File: src/rtl/smbus_pkg.sv
// Shared definitions for the SMBus PEC sequencer: CRC-8 constants, state encoding
// and the bytewise CRC-8 update (poly 0x07, MSB first).
package smbus_pkg;

    localparam logic [7:0] SMBUS_PEC_POLY = 8'h07;
    localparam logic [7:0] SMBUS_PEC_INIT = 8'h00;

    typedef enum logic [2:0] {
        StIdle,
        StAccum,
        StTxPec,
        StRxPec,
        StDone
    } pec_state_e;

    function automatic logic [7:0] crc8_update(input logic [7:0] crc, input logic [7:0] data);
        logic [7:0] c;
        c = crc ^ data;
        for (int i = 0; i < 8; i++) begin
            c = c[7] ? ({c[6:0], 1'b0} ^ SMBUS_PEC_POLY) : {c[6:0], 1'b0};
        end
        return c;
    endfunction

endpackage

File: src/rtl/smbus_pec_seq.sv
// SMBus PEC transaction sequencer: counts transaction bytes, accumulates CRC-8, appends
// or checks the PEC byte. Optional error counter under SMBUS_PEC_SEQ_ERR_STATS_EN.
module smbus_pec_seq
    import smbus_pkg::*;
#(
    parameter int unsigned LEN_W = 8
`ifdef SMBUS_PEC_SEQ_ERR_STATS_EN
    ,
    parameter int unsigned ERR_CNT_W = 16
`endif
) (
    input  logic             clk,
    input  logic             rst_n,
    input  logic             cfg_pec_en,
    input  logic             txn_start,
    input  logic             txn_dir,
    input  logic [LEN_W-1:0] txn_len,
    input  logic             txn_abort,
    input  logic [7:0]       byte_in,
    input  logic             byte_valid,
    output logic             byte_ready,
    output logic [7:0]       pec_byte,
    output logic             pec_valid,
    input  logic             pec_ready,
    output logic [7:0]       crc_out,
    output logic             busy,
    output logic             done,
    output logic             pec_err
`ifdef SMBUS_PEC_SEQ_ERR_STATS_EN
    ,
    input  logic                 err_cnt_clr,
    output logic [ERR_CNT_W-1:0] pec_err_cnt
`endif
);

    pec_state_e       state_q, state_d;
    logic [7:0]       crc_q, crc_d;
    // Zero naturally encodes 2^LEN_W: the first decrement wraps to all-ones.
    logic [LEN_W-1:0] count_q, count_d;
    logic             pec_en_q, pec_en_d;
    logic             dir_q, dir_d;
    logic             pec_err_q, pec_err_d;
    logic             hs;
    logic             aborting;

    assign hs       = byte_valid && byte_ready;
    assign aborting = txn_abort && (state_q != StIdle);

    always_ff @(posedge clk or negedge rst_n) begin
        if (!rst_n) begin
            state_q   <= StIdle;
            crc_q     <= SMBUS_PEC_INIT;
            count_q   <= '0;
            pec_en_q  <= 1'b0;
            dir_q     <= 1'b0;
            pec_err_q <= 1'b0;
        end else begin
            state_q   <= state_d;
            crc_q     <= crc_d;
            count_q   <= count_d;
            pec_en_q  <= pec_en_d;
            dir_q     <= dir_d;
            pec_err_q <= pec_err_d;
        end
    end

    always_comb begin
        state_d   = state_q;
        crc_d     = crc_q;
        count_d   = count_q;
        pec_en_d  = pec_en_q;
        dir_d     = dir_q;
        pec_err_d = pec_err_q;
        if (aborting) begin
            state_d = StIdle;
            crc_d   = SMBUS_PEC_INIT;
        end else begin
            unique case (state_q)
                StIdle: begin
                    if (txn_start) begin
                        pec_en_d  = cfg_pec_en;
                        dir_d     = txn_dir;
                        crc_d     = SMBUS_PEC_INIT;
                        pec_err_d = 1'b0;
                        count_d   = txn_len;
                        state_d   = StAccum;
                    end
                end
                StAccum: begin
                    if (hs) begin
                        crc_d   = crc8_update(crc_q, byte_in);
                        count_d = count_q - LEN_W'(1);
                        if (count_q == LEN_W'(1)) begin
                            if (!pec_en_q) begin
                                state_d = StDone;
                            end else if (!dir_q) begin
                                state_d = StTxPec;
                            end else begin
                                state_d = StRxPec;
                            end
                        end
                    end
                end
                StTxPec: begin
                    if (pec_ready) begin
                        state_d = StDone;
                    end
                end
                StRxPec: begin
                    if (hs) begin
                        pec_err_d = (byte_in != crc_q);
                        state_d   = StDone;
                    end
                end
                StDone: begin
                    state_d = StIdle;
                end
                default: begin
                    state_d = StIdle;
                end
            endcase
        end
    end

    always_comb begin
        byte_ready = 1'b0;
        pec_valid  = 1'b0;
        pec_byte   = 8'h00;
        done       = 1'b0;
        busy       = (state_q != StIdle);
        unique case (state_q)
            StAccum: byte_ready = 1'b1;
            StRxPec: byte_ready = 1'b1;
            StTxPec: begin
                pec_valid = 1'b1;
                pec_byte  = crc_q;
            end
            StDone:  done = 1'b1;
            default: ;
        endcase
    end

    assign crc_out = crc_q;
    assign pec_err = pec_err_q;

`ifdef SMBUS_PEC_SEQ_ERR_STATS_EN
    logic [ERR_CNT_W-1:0] err_cnt_q, err_cnt_d;
    logic                 rx_mismatch;

    assign rx_mismatch = (state_q == StRxPec) && hs && !txn_abort && (byte_in != crc_q);

    always_ff @(posedge clk or negedge rst_n) begin
        if (!rst_n) begin
            err_cnt_q <= '0;
        end else begin
            err_cnt_q <= err_cnt_d;
        end
    end

    always_comb begin
        err_cnt_d = err_cnt_q;
        if (err_cnt_clr) begin
            err_cnt_d = '0;
        end else if (rx_mismatch && !(&err_cnt_q)) begin
            err_cnt_d = err_cnt_q + ERR_CNT_W'(1);
        end
    end

    assign pec_err_cnt = err_cnt_q;
`endif

endmodule
File: config.mk
export PLATFORM = sky130hd
export DESIGN_NAME = smbus_pec_seq
export DESIGN_NICKNAME = d
export VERILOG_FILES = /design/src/rtl/smbus_pkg.sv /design/src/rtl/smbus_pec_seq.sv
export SDC_FILE = /design/constraint.sdc
export NUM_CORES = 1
export LEC_CHECK = 0
export BUFFER_PORTS_ARGS = -buffer_cell sky130_fd_sc_hd__buf_2
export CAP_MARGIN = 40
export CELL_PAD_IN_SITES_DETAIL_PLACEMENT = 1
export CELL_PAD_IN_SITES_GLOBAL_PLACEMENT = 1
export CORE_MARGIN = 1
export CORE_UTILIZATION = 43
export CTS_CLUSTER_DIAMETER = 100
export DETAILED_ROUTE_END_ITERATION = 8
export GPL_TIMING_DRIVEN = 0
export PLACE_DENSITY = 0.92
export SKIP_CTS_REPAIR_TIMING = 1
export SYNTH_ARGS = -nofsm -noshare
export SYNTH_HDL_FRONTEND = slang
export SYNTH_SLANG_ARGS = --single-unit
File: constraint.sdc
create_clock -name clk -period 4 [get_ports clk]
set_input_delay 0.8 -clock clk [delete_from_list [all_inputs] [get_ports clk]]
set_output_delay 0.8 -clock clk [all_outputs]
set_load 0.02 [all_outputs]
==> results of run 1 <==
==> logic make-up after synthesis <==
kind of cell,Yosys count,share of synthesized area (%)
simple gates,61,21.52
flops,22,32.89
compound gates,50,20.25
fa+ha+maj,5,3.737
mux,2,1.345
buf+inv,13,3.662
xor+xnor,19,16.59
==> registers in the layout, summed over array words and instances (netlist names) <==
name and count:
count_q 8, crc_out 8, dir_q 1, pec_en_q 1
pec_err 1, state_q 3
==> layer usage <==
metal / GRT usage [%] / vias to the layer above / routed length (µm)
li1: - / 716 / -
met1: 31.73 / 751 / 2036
met2: 45.53 / 48 / 2485
met3: 4.821 / 7 / 220
met4: 10.56 / 0 / 87
met5: 0 / - / 0
==> final cells by class <==
class / instances / area (µm²) / area share [%]
Multi-Input combinational cell: 137 / 1062 / 52.44
Sequential cell: 22 / 550.5 / 27.18
Timing Repair Buffer: 44 / 220.2 / 10.87
Tap cell: 48 / 60.06 / 2.965
Clock buffer: 3 / 41.29 / 2.038
Buffer: 7 / 38.79 / 1.915
Clock inverter: 1 / 30.03 / 1.482
Inverter: 6 / 22.52 / 1.112
==> path summary, 6_finish.rpt <==
check | cells after the start | slack (ns) | startpoint | to
hold reg to reg | 1 | 0.53 | dir_q | dir_q
min in group clk | 1 | 0.53 | dir_q | dir_q
setup / recovery | 4 | 1.18 | state_q[1] | pec_byte[6]
max in group asynchronous | 1 | 3.17 | rst_n | crc_out[6]
hold / removal | 1 | 0.48 | rst_n | count_q[4]
setup reg to reg | 6 | 2.25 | count_q[0] | count_q[4]
==> metrics by stage <==
step           hold WS (ns)  instance area [µm²]
2_1_floorplan        0.4752                 1674
3_3_place_gp         0.5007                 1954
4_1_cts              0.4893                 2026
3_5_place_dp         0.5135                 1954
5_1_grt              0.5114                 2026
6_report             0.4799                 2026
==> report_power, final <==
group	switching, µW	internal (µW)
clock	81.1	134
sequential	124	314
combinational	514	429
==> layout by cell type (no fill, tap or decap), types with 2 or more instances in the layout <==
master	count
a31oi_1	5
nor3b_1	2
nor2b_1	4
nor3_1	5
o211ai_1	2
clkbuf_1	2
o21ba_1	3
nand3_1	3
o21ai_1	6
o21ai_0	7
xnor2_1	9
buf_2	48
nand2b_1	3
ha_1	5
a21oi_1	10
a22oi_1	3
mux2_2	2
dfrtp_1	22
a22o_1	4
xnor2_2	3
and2_1	10
clkbuf_8	3
xnor3_1	4
nand2_1	8
nor2_1	14
inv_1	6
==> reports/metrics.cfg, run 1 <==
[clocking]
cts.path.max_buffers = 2
clock_latency_ns = 0.28
cts_tree = built
clk_pin_slew_worst_paths_ns = 0.09
htreeDepth = 1
clockRootBuffer = clkbuf_8
cts_sinks = 22
cts_buffers = 3

[yosys]
yosys-top-cells-area = dfrtp_1 33%, xnor3_1 5.4%, xnor2_1 4.7%
synthesis.area_um2 = 1674
yosysWarningCount = 0
syn-mean-instance-area_um2 = 9.733
seq_area_frac_synth_pct = 32.88
synth_edf_count = 0
syn-num-nets = 201
ys_types = 51
async_reset_ff_share_pct = 100.0
yosysMostFrequentCell = dfrtp_1
yosysTopAreaCell = dfrtp_1
synth_commonest_cells = 22 x dfrtp_1, 14 x nor2_1, 10 x a21oi_1, 10 x and2_1, 9 x xnor2_1
ys.flop_type = dfrtp_1
synth.top_cell.area_share_pct = 32.88
syn_inst = 172
ys_ff_latch = 22

[final_layout]
fillers = 474
stdcell_count = 268
utilization_pct = 54.92
area_growth_pct = 21.00
diodes = 0
nets = 250
drive_gt1_share_pct = 30.45

[floorplanning]
start_util_pct = 45.39
die_h_um = 64.40
core.rowCount = 22
ios = 45
core-area_um2 = 3689
die-area_um2 = 4147
die_w_um = 64.40

[route]
drt_wl_total_um = 4830
route.detailed.drc = 0
vias_per_cell = 5.679
wire_per_inst_um = 18.02
route.vias.total = 1522
dr.pass1.iters = 6
drt_iter0_drc = 43
ant_nets = 0

[sta]
hold_viol = 0
setup_tns_ns = 0
maxSlewViolCount = 0
setup_viol = 0
layout_setup_ws_ns = 1.184
clock.fmax_mhz = 355.1
min_period_over_period_pct = 70.41
rsz0062_at_grt = false
tightest_slew_ns = 0.5339
maxSlewHeadroom_pct = 64.13
fin_worst_skew_ns = 0.005460
final.min_clock_period_ns = 2.816

[setup_path]
cp_cell_sequence = clkbuf_1, nor3b_2, and2_1, buf_2
startpoint_type = register
critPathMaxFanout = 10
slowest_delay_ns = 0.54
worst_ep_required_time_ns = 3.20
crit_type = register to output port
cp.arrival_ns = 2.02
slowest_stage = nor3b_2
critPathTopFamily = simple AND/OR/NAND/NOR gates
crit_buf_inv = 2
endpoint_kind = output port

[power]
power-per-cell-area_nw_per_um2 = 787.5
ir_drop_uv = 336.5
p_total_uw = 1595
cellLeakagePower_uw = 0.0009738

[placed_design]
place_inst = 264
routabilityCongestion = 0.8432
post-place-ws_ns = 1.529
dp_hpwl_um = 3513
io_buffers = 44

[run_status]
status = finished, final reports clean

[global_routing]
first_global_vias = 1603
overflow = 0
track_usage_pct = 26.26
grt_pass1_wl_um = 8114
antenna_found_initial = 0
grt_max_degree = 23

[run]
drv_cap = 0

[hold_path]
hold_class = input pin to asynchronous set/reset pin

Note: power is estimated with default switching activity, not from simulation.
==> run 2: changes to the inputs <==
- CORE_UTILIZATION: 43 -> 40
- PLACE_DENSITY: 0.92 -> 0.86
- clock period: 4 -> 2.9 ns (I/O delays scaled with it)
==> run 2 against run 1 <==
  * Worst hold slack worse by 0.20 ns
  * Final cell count is 0.75% higher
  * Clock skew hardly changed
  * Total power is 34% higher
  * Setup slack worse by 0.91 ns
  * Global-route usage is 4.2 points lower
  * Sequential power is 36% higher
  * First-iteration DRC count is 9.3% lower
  * Sequential cell count stayed put
  * Critical path type unchanged
  * Largest power group unchanged
  * Highest routed layer unchanged
==> reports/metrics.cfg, run 2 (synthesis gave the netlist of run 1 again) <==
[power]
ir_drop_uv = 440.5
p_total_uw = 2133
cellLeakagePower_uw = 0.0009738
power-per-cell-area_nw_per_um2 = 1052

[setup_path]
critPathMaxFanout = 10
crit_type = register to output port
endpoint_kind = output port
cp_cell_sequence = clkbuf_1, nor3b_2, and2_1, buf_2
cp.arrival_ns = 2.05
reg2reg_depth = 5
worst_r2r_endpoint = state_q[0]
slowest_delay_ns = 0.57
rrSetupSlack_ns = 1.22
startpoint_type = register
r2r_start = state_q[0]
slowest_stage = nor3b_2
worst_ep_required_time_ns = 2.32

[route]
route.detailed.drc = 0
dr.pass1.iters = 4
ant_nets = 0
drt_iter0_drc = 39
vias_per_cell = 5.407
wire_per_inst_um = 16.31
drt_wl_total_um = 4403
route.vias.total = 1460

[placed_design]
io_buffers = 44
routabilityCongestion = 0.7700
place_inst = 266
dp_hpwl_um = 3316

[global_routing]
first_global_vias = 1484
track_usage_pct = 22.05
antenna_found_initial = 0
grt_max_degree = 23
grt_pass1_wl_um = 7265
overflow = 0

[clocking]
clk_pin_slew_worst_paths_ns = 0.09
cts_buffers = 3
cts.path.max_buffers = 2
clock_latency_ns = 0.27
clockRootBuffer = clkbuf_8
cts_tree = built
htreeDepth = 1
cts_sinks = 22

[final_layout]
nets = 250
final_common_cell = buf_2
most-common-layout-cells = 48 x buf_2, 22 x dfrtp_1, 14 x nor2_1, 10 x and2_1, 10 x a21oi_1
fillers = 490
diodes = 0
register_area_um2 = 550.5
area_growth_pct = 21.15
drive_gt1_share_pct = 30.45
stdcell_count = 270
multiInputGateArea_um2 = 1062

[floorplanning]
ios = 45
core-area_um2 = 4000
die_h_um = 66.70
start_util_pct = 41.85
core.rowCount = 23
die-area_um2 = 4448
die_w_um = 66.70

[sta]
maxSlewViolCount = 0
rsz0062_at_grt = false
tightest_slew_ns = 0.5648
fin_worst_skew_ns = 0.005507
maxSlewHeadroom_pct = 62.18
setup_viol = 0
min_period_over_period_pct = 90.66
hold_viol = 0
final.min_clock_period_ns = 2.629
setup_tns_ns = 0
clock.fmax_mhz = 380.4

[run_status]
status = finished, final reports clean

[hold_path]
hold_class = input pin to asynchronous set/reset pin

[run]
drv_cap = 0

==> run 2: cell counts in the layout (fill, tap and decap cells not counted) <==
No cell type changed its count.
==> run 2: worst max path at each step <==
stage	start	endpoint	slack, ns
6_report	state_q[1]	pec_byte[2]	0.27
5_1_grt	state_q[1]	pec_byte[2]	0.15
4_1_cts	state_q[1]	pec_byte[2]	0.26
3_5_place_dp	state_q[1]	pec_byte[2]	0.59
3_3_place_gp	state_q[1]	pec_byte[6]	0.71
2_1_floorplan	state_q[1]	pec_byte[0]	0.81
==> run 2: power breakdown <==
part           switching [µW]  internal [µW]
Combinational             661            588
Sequential                160            433
Clock                     107            185
Total                     929           1200
==> run 2: stage by stage <==
stage | area, µm² | util [%] | hold WS (ns) | setup slack (ns)
after floorplan | 1674 | - | 0.2844 | 0.8103
after global placement | 1957 | 48.92 | 0.4941 | 0.7134
after detailed placement | 1957 | 48.92 | 0.5078 | 0.5908
after CTS | 2028 | 50.70 | 0.2860 | 0.2588
after global routing | 2028 | 50.70 | 0.3122 | 0.1462
final | 2028 | 50.70 | 0.2767 | 0.2709
==> run 2: critical path, delay by kind of cell, from the launching register on <==
family | cells | cell delay [ns]
flip-flops | 1 | 0.47
buffers and inverters | 2 | 0.52
AND/OR/NAND/NOR | 2 | 0.79
==> run 2: final cells by class <==
class	instances	area share, %
clock buffer	3	2.036
tap	50	3.085
multi-input combinational	137	52.38
timing repair buffer	44	10.86
buffer	7	1.912
clock inverter	1	1.481
inverter	6	1.110
sequential	22	27.14
==> run 2: routing by layer <==
metal  wire length [µm]  share of wire [%]  track usage [%]  up-vias
met5                  0                  0                0        -
met1               1886                 43            25.34      717
li1                   -                  -                -      718
met4                 22               0.50            3.989        0
met3                100                2.3            3.596        2
met2               2393                 54            42.30       23
